===== src/rtl/mld_7_4_pkg.sv =====
// Shared constants, FSM encoding and codeword type for the (7,4) cyclic Hamming encoder/decoder.
package mld_7_4_pkg;

  localparam int unsigned N = 7;
  localparam int unsigned K = 4;
  localparam int unsigned M = 3;

  // Generator coefficients {g3,g2,g1,g0}; 1 + x + x^3.
  localparam logic [3:0] GenPolyDefault = 4'b1011;

  typedef logic [0:6] codeword_t;

  typedef logic [1:0] enc_state_t;
  localparam enc_state_t StIdle = 2'd0;
  localparam enc_state_t StMsg  = 2'd1;
  localparam enc_state_t StPar  = 2'd2;
  localparam enc_state_t StDone = 2'd3;

endpackage


===== src/rtl/mld_lfsr_3.sv =====
// 3-stage parity LFSR for a degree-3 generator; exposes its next state so the caller can
// emit the first parity bit in the same cycle as the last message shift.
module mld_lfsr_3
  import mld_7_4_pkg::*;
#(
  parameter logic [3:0] GEN_POLY = GenPolyDefault
) (
  input  logic       clk,
  input  logic       reset,
  input  logic       clear_i,
  input  logic       shift_i,
  input  logic       fb_en_i,
  input  logic       data_i,
  output logic [0:2] state_next_o
);

  logic [0:2] state_q, state_d;
  logic       fb;

  always_comb begin
    fb      = fb_en_i & (data_i ^ state_q[2]);
    state_d = state_q;
    if (clear_i) begin
      state_d = '0;
    end else if (shift_i) begin
      // With fb_en_i low this degenerates to a plain shift toward r2.
      state_d = {fb, state_q[0] ^ (GEN_POLY[1] & fb), state_q[1] ^ (GEN_POLY[2] & fb)};
    end
  end

  always_ff @(posedge clk or posedge reset) begin
    if (reset) begin
      state_q <= '0;
    end else begin
      state_q <= state_d;
    end
  end

  assign state_next_o = state_d;

endmodule


===== src/rtl/mld_7_4_encoder.sv =====
// Serial systematic (7,4) cyclic Hamming encoder, 8 cycles per codeword.
// Optional MLD_ENC_ERR_INJECT_EN adds err_mask, XORed into the serial and parallel outputs.
module mld_7_4_encoder
  import mld_7_4_pkg::*;
#(
  parameter logic [3:0] GEN_POLY = GenPolyDefault
) (
  input  logic       clk,
  input  logic       reset,
  input  logic       load,
  input  logic [0:3] message_in,
`ifdef MLD_ENC_ERR_INJECT_EN
  input  logic [0:6] err_mask,
`endif
  output logic       busy,
  output logic       serial_out,
  output logic       serial_valid,
  output logic [0:6] codeword_out,
  output logic       done
);

  if (GEN_POLY != 4'b1011 && GEN_POLY != 4'b1101) begin : g_bad_poly
    $error("mld_7_4_encoder: GEN_POLY must be 4'b1011 or 4'b1101");
  end

  logic [0:6] mask_in;
`ifdef MLD_ENC_ERR_INJECT_EN
  assign mask_in = err_mask;
`else
  assign mask_in = '0;
`endif

  enc_state_t state_q, state_d;
  logic [2:0] cnt_q, cnt_d, cnt_inc;
  logic [0:3] msg_q, msg_d;
  logic [0:6] mask_q, mask_d;
  logic [0:6] mask_sr_q, mask_sr_d;  // serial-order mask; bit 6 applies to the next bit out
  logic [0:2] par_q, par_d;
  logic       busy_q, busy_d;
  logic       ser_q, ser_d;
  logic       ser_vld_q, ser_vld_d;
  codeword_t  cw_q, cw_d;
  logic       done_q, done_d;

  logic       lfsr_clear, lfsr_shift, lfsr_fb_en, lfsr_din;
  logic [0:2] lfsr_next;
  logic       accept;

  assign cnt_inc = cnt_q + 3'd1;
  assign accept  = load && (state_q == StIdle || state_q == StDone);

  // Kept apart from the main next-state block so lfsr_next has no path back into itself.
  always_comb begin
    lfsr_clear = accept;
    lfsr_shift = 1'b0;
    lfsr_fb_en = 1'b0;
    lfsr_din   = 1'b0;
    if (state_q == StMsg) begin
      lfsr_shift = 1'b1;
      lfsr_fb_en = 1'b1;
      lfsr_din   = msg_q[~cnt_q[1:0]];
    end else if (state_q == StPar && cnt_q != 3'd2) begin
      lfsr_shift = 1'b1;
    end
  end

  mld_lfsr_3 #(
    .GEN_POLY (GEN_POLY)
  ) u_lfsr (
    .clk          (clk),
    .reset        (reset),
    .clear_i      (lfsr_clear),
    .shift_i      (lfsr_shift),
    .fb_en_i      (lfsr_fb_en),
    .data_i       (lfsr_din),
    .state_next_o (lfsr_next)
  );

  always_comb begin
    state_d   = state_q;
    cnt_d     = cnt_q;
    msg_d     = msg_q;
    mask_d    = mask_q;
    mask_sr_d = mask_sr_q;
    par_d     = par_q;
    busy_d    = busy_q;
    ser_d     = ser_q;
    ser_vld_d = ser_vld_q;
    cw_d      = cw_q;
    done_d    = 1'b0;
    unique case (state_q)
      StIdle, StDone: begin
        state_d = StIdle;
        if (accept) begin
          state_d   = StMsg;
          cnt_d     = 3'd0;
          msg_d     = message_in;
          mask_d    = mask_in;
          mask_sr_d = {1'b0, mask_in[0:5]};
          busy_d    = 1'b1;
          ser_vld_d = 1'b1;
          ser_d     = message_in[3] ^ mask_in[6];
        end
      end
      StMsg: begin
        mask_sr_d = {1'b0, mask_sr_q[0:5]};
        if (cnt_q == 3'd3) begin
          state_d = StPar;
          cnt_d   = 3'd0;
          par_d   = lfsr_next;
          ser_d   = lfsr_next[2] ^ mask_sr_q[6];
        end else begin
          cnt_d = cnt_inc;
          ser_d = msg_q[~cnt_inc[1:0]] ^ mask_sr_q[6];
        end
      end
      StPar: begin
        if (cnt_q == 3'd2) begin
          state_d   = StDone;
          cnt_d     = 3'd0;
          busy_d    = 1'b0;
          ser_vld_d = 1'b0;
          ser_d     = 1'b0;
          done_d    = 1'b1;
          cw_d      = {par_q, msg_q} ^ mask_q;
        end else begin
          cnt_d     = cnt_inc;
          mask_sr_d = {1'b0, mask_sr_q[0:5]};
          ser_d     = lfsr_next[2] ^ mask_sr_q[6];
        end
      end
      default: state_d = StIdle;
    endcase
  end

  always_ff @(posedge clk or posedge reset) begin
    if (reset) begin
      state_q   <= StIdle;
      cnt_q     <= '0;
      msg_q     <= '0;
      mask_q    <= '0;
      mask_sr_q <= '0;
      par_q     <= '0;
      busy_q    <= 1'b0;
      ser_q     <= 1'b0;
      ser_vld_q <= 1'b0;
      cw_q      <= '0;
      done_q    <= 1'b0;
    end else begin
      state_q   <= state_d;
      cnt_q     <= cnt_d;
      msg_q     <= msg_d;
      mask_q    <= mask_d;
      mask_sr_q <= mask_sr_d;
      par_q     <= par_d;
      busy_q    <= busy_d;
      ser_q     <= ser_d;
      ser_vld_q <= ser_vld_d;
      cw_q      <= cw_d;
      done_q    <= done_d;
    end
  end

  assign busy         = busy_q;
  assign serial_out   = ser_q;
  assign serial_valid = ser_vld_q;
  assign codeword_out = cw_q;
  assign done         = done_q;

endmodule


===== config.mk =====
export PLATFORM = sky130hd
export DESIGN_NAME = mld_7_4_encoder
export DESIGN_NICKNAME = d
export VERILOG_FILES = /design/src/rtl/mld_7_4_pkg.sv /design/src/rtl/mld_lfsr_3.sv /design/src/rtl/mld_7_4_encoder.sv
export SDC_FILE = /design/constraint.sdc
export NUM_CORES = 1
export LEC_CHECK = 0
export BUFFER_PORTS_ARGS = -buffer_cell sky130_fd_sc_hd__buf_2
export CAP_MARGIN = 20
export CORE_AREA = 2 2 53 55
export CTS_CLUSTER_SIZE = 25
export DETAILED_ROUTE_END_ITERATION = 7
export DIE_AREA = 0 0 55 57
export PLACE_DENSITY = 0.73
export SYNTH_ARGS = -nofsm -noshare
export SYNTH_HDL_FRONTEND = slang
export SYNTH_SLANG_ARGS = --single-unit

===== constraint.sdc =====
create_clock -name clk -period 1.61 [get_ports clk]
set_input_delay 0.0805 -clock clk [delete_from_list [all_inputs] [get_ports clk]]
set_output_delay 0.0805 -clock clk [all_outputs]
set_load 0.02 [all_outputs]

==> impl_metrics.ini <==
[timing]
worstMarginPinSlew_ns = 0.314
final-hold-violation-count = 0
timing.final.max_slew_violations = 0
final.setup_skew_ns = 0.00779
max_slew_margin_pct = 79.1
final.period_utilization_pct = 97.6
setup_viol = 0
grt_setup_unrepaired = true
timing.final.crit_period_ns = 1.57
fmax_ghz = 0.636

[synthesis]
synth_top_area_share_pct = 51.9
yosysUniqueCellTypes = 26
cell_count_after_synthesis = 112
synth_ff_type = dfrtp_1
synth_area_um2 = 1200
syn_avg_cell_area_um2 = 10.8
synth_largest_area_cell = dfrtp_1
postSynth.asyncResetShare_pct = 100
syn_nets = 125
synth-seq-cells = 25
synth-edff-count = 0
count_of_yosys_warnings_during_synthesis = 0
yosysMostFrequentCell = dfrtp_1
ys_seq_area_share_pct = 51.9
netlist_top_cells_area = dfrtp_1, nand2_1, mux2_2
synth.cells.most_frequent = dfrtp_1, nand2_1, inv_1, mux2_2

[setup_path]
critical_path_class = register to register
worstSetupStartpointType = register
crit_path_max_incr_delay_ns = 0.53
timing.critical_path.required_ns = 1.85
worstPathCellList = mux4_2 > xnor2_2 > xor2_1 > o31ai_1
crit_path_end_kind = register
critical_path_peak_fanout = 4
critical_path_s_top_delay_family = multiplexers
worst-path-buf-inv = 0
crit_path_top_delay_cell = mux4_2
cp.arrival_ns = 1.81

[global_route]
grt_remaining_overflow = 0
pin_count_of_the_biggest_net_entering_global_routing = 26
antenna_violations_before_repair = 0
grt_pass1_wl_um = 4100
grt_resource_usage_total_pct = 18.0
first_global_vias = 967

[pwr]
pwr_density_cell_nw_per_um2 = 1890
power_leakage_nw = 0.741
ir_drop_v = 0.00154

[clock_tree]
htree_num_levels = 1
numCtsBuffers = 3
clkLatencyLatePin_ns = 0.33
cts.path.max_buffers = 2
tritoncts_num_sinks = 25
clockRootBuffer = clkbuf_4
clk_pin_slew_ns = 0.14
cts_tree = built

[place]
io_buffer_count = 17
dpl_cell_area_um2 = 1390
detailedPlacementHpwl_um = 1710
place.gp.congestion = 0.866

[finish]
sequential_cell_area_um2 = 627
finish.net_count = 158
final_area_um2 = 1500
multi_input_comb_area_um2 = 549
antenna_cells = 0
post-route-util_pct = 57.3
syn_to_final_growth_pct = 24.3
drive_above_1_share_pct = 32.6
fill_cells = 227

[route]
detail_route.iter0.violations = 12
drt_pre_antenna_iters = 4
route.detailed.drc = 0
detail_route.wl_per_cell_um = 13.4
via_count = 916
route.final.wire_length_um = 2340
detail-route-antenna-nets = 0
post_drt_via_cell_ratio = 5.23

[die]
die_area_um2 = 3140
die_h_um = 57
floorplan.initialDensity_pct = 46.1
fp-row-count = 19
io_pins = 18
core_area_um2 = 2620
chipWidth_um = 55

[min_path]
hp-class = input port to register

[flow_run]
cap_viol_max_count = 0

[status]
status = complete, no violations
==> repair_timing <==
| action | 4_1_cts | 5_1_grt |
|---|---|---|
| buffers inserted | 1 | 0 |
| hold buffers | 5 | 0 |
| resized for setup | 2 | 5 |
| pin swaps | 1 | 0 |
| hold endpoints to repair | 29 | 0 |
| cloned | 0 | 0 |
| endpoints found under the setup margin | 6 | 7 |
==> worst min-delay path: stages <==
cell     delay, ns
buf_2         0.13
o21ai_0       0.10
o21a_1        0.11
==> cells by family after synthesis <==
logic type | Yosys count | share of synthesized area, %
mux | 11 | 12.3
buf+inv | 12 | 4.05
fa+ha+maj | 6 | 6.23
simple gates | 36 | 13.3
xor+xnor | 2 | 2.08
flops | 25 | 51.9
compound gates | 20 | 10.2
==> per-layer routing <==
layer	vias up	wire [um]	global-route usage, %
met5	-	0	0
met4	0	63	7.67
met3	7	49	1.83
met2	14	1210	30.1
met1	453	1020	23.2
li1	442	-	-
==> sequential cells by signal, indices dropped and copies added, names as in the netlist <==
| register | count |
|---|---|
| msg_q | 4 |
| codeword_out | 7 |
| state_q | 2 |
| serial_out | 1 |
| done | 1 |
| par_q | 3 |
| serial_valid | 1 |
| cnt_q | 3 |
| u_lfsr.state_q | 3 |
==> power breakdown <==
part	leakage, nW	internal (mW)	switching (mW)
Clock	0.0139	0.0951	0.196
Sequential	0.305	0.872	0.179
Combinational	0.422	0.703	0.782
Total	0.741	1.67	1.16
==> cell usage in the layout (no fill, tap or decap), drive strengths merged, types with 4 or more instances in the layout <==
cell	netlist	layout
buf	1	27
dfrtp	25	25
nand2	23	23
inv	8	8
mux2	7	7
a21oi	6	6
ha	6	6
o21ai	5	5
dlygate4sd3	0	5
o31ai	4	4
==> final timing paths <==
check	from	endpoint	slack [ns]	cells past startpoint
max	cnt_q[0]$_DFFE_PP0P_	par_q[1]$_DFFE_PP0P_	0.04	4
min	load	cnt_q[2]$_DFFE_PP0P_	0.11	3
max reg2reg	cnt_q[0]$_DFFE_PP0P_	par_q[1]$_DFFE_PP0P_	0.04	4
min reg2reg	par_q[0]$_DFFE_PP0P_	par_q[0]$_DFFE_PP0P_	0.50	2
max in group asynchronous	reset	cnt_q[0]$_DFFE_PP0P_	1.03	4
min in group asynchronous	reset	codeword_out[5]$_DFFE_PP0P_	0.31	4
==> metrics by stage <==
step	hold slack [ns]	std cells	worst slack (ns)	setup TNS (ns)	total power [mW]
after floorplan	0.108	112	0.0314	0	2.01
final	0.114	175	0.0381	0	2.83
after detailed placement	0.146	165	-0.0651	-0.0841	2.47
after global routing	0.134	175	-0.0517	-0.135	3.05
after global placement	0.136	165	0.0219	0	2.40
after CTS	0.117	175	0.0133	0	2.79
==> area by class of cell <==
class / count / share of cell area, %
Sequential cell: 25 / 41.9
Multi-Input combinational cell: 75 / 36.7
Timing Repair Buffer: 32 / 14.9
Tap cell: 31 / 2.59
Inverter: 8 / 2.01
Clock buffer: 3 / 1.50
Clock inverter: 1 / 0.501
Power figures use the tool's default switching activity.
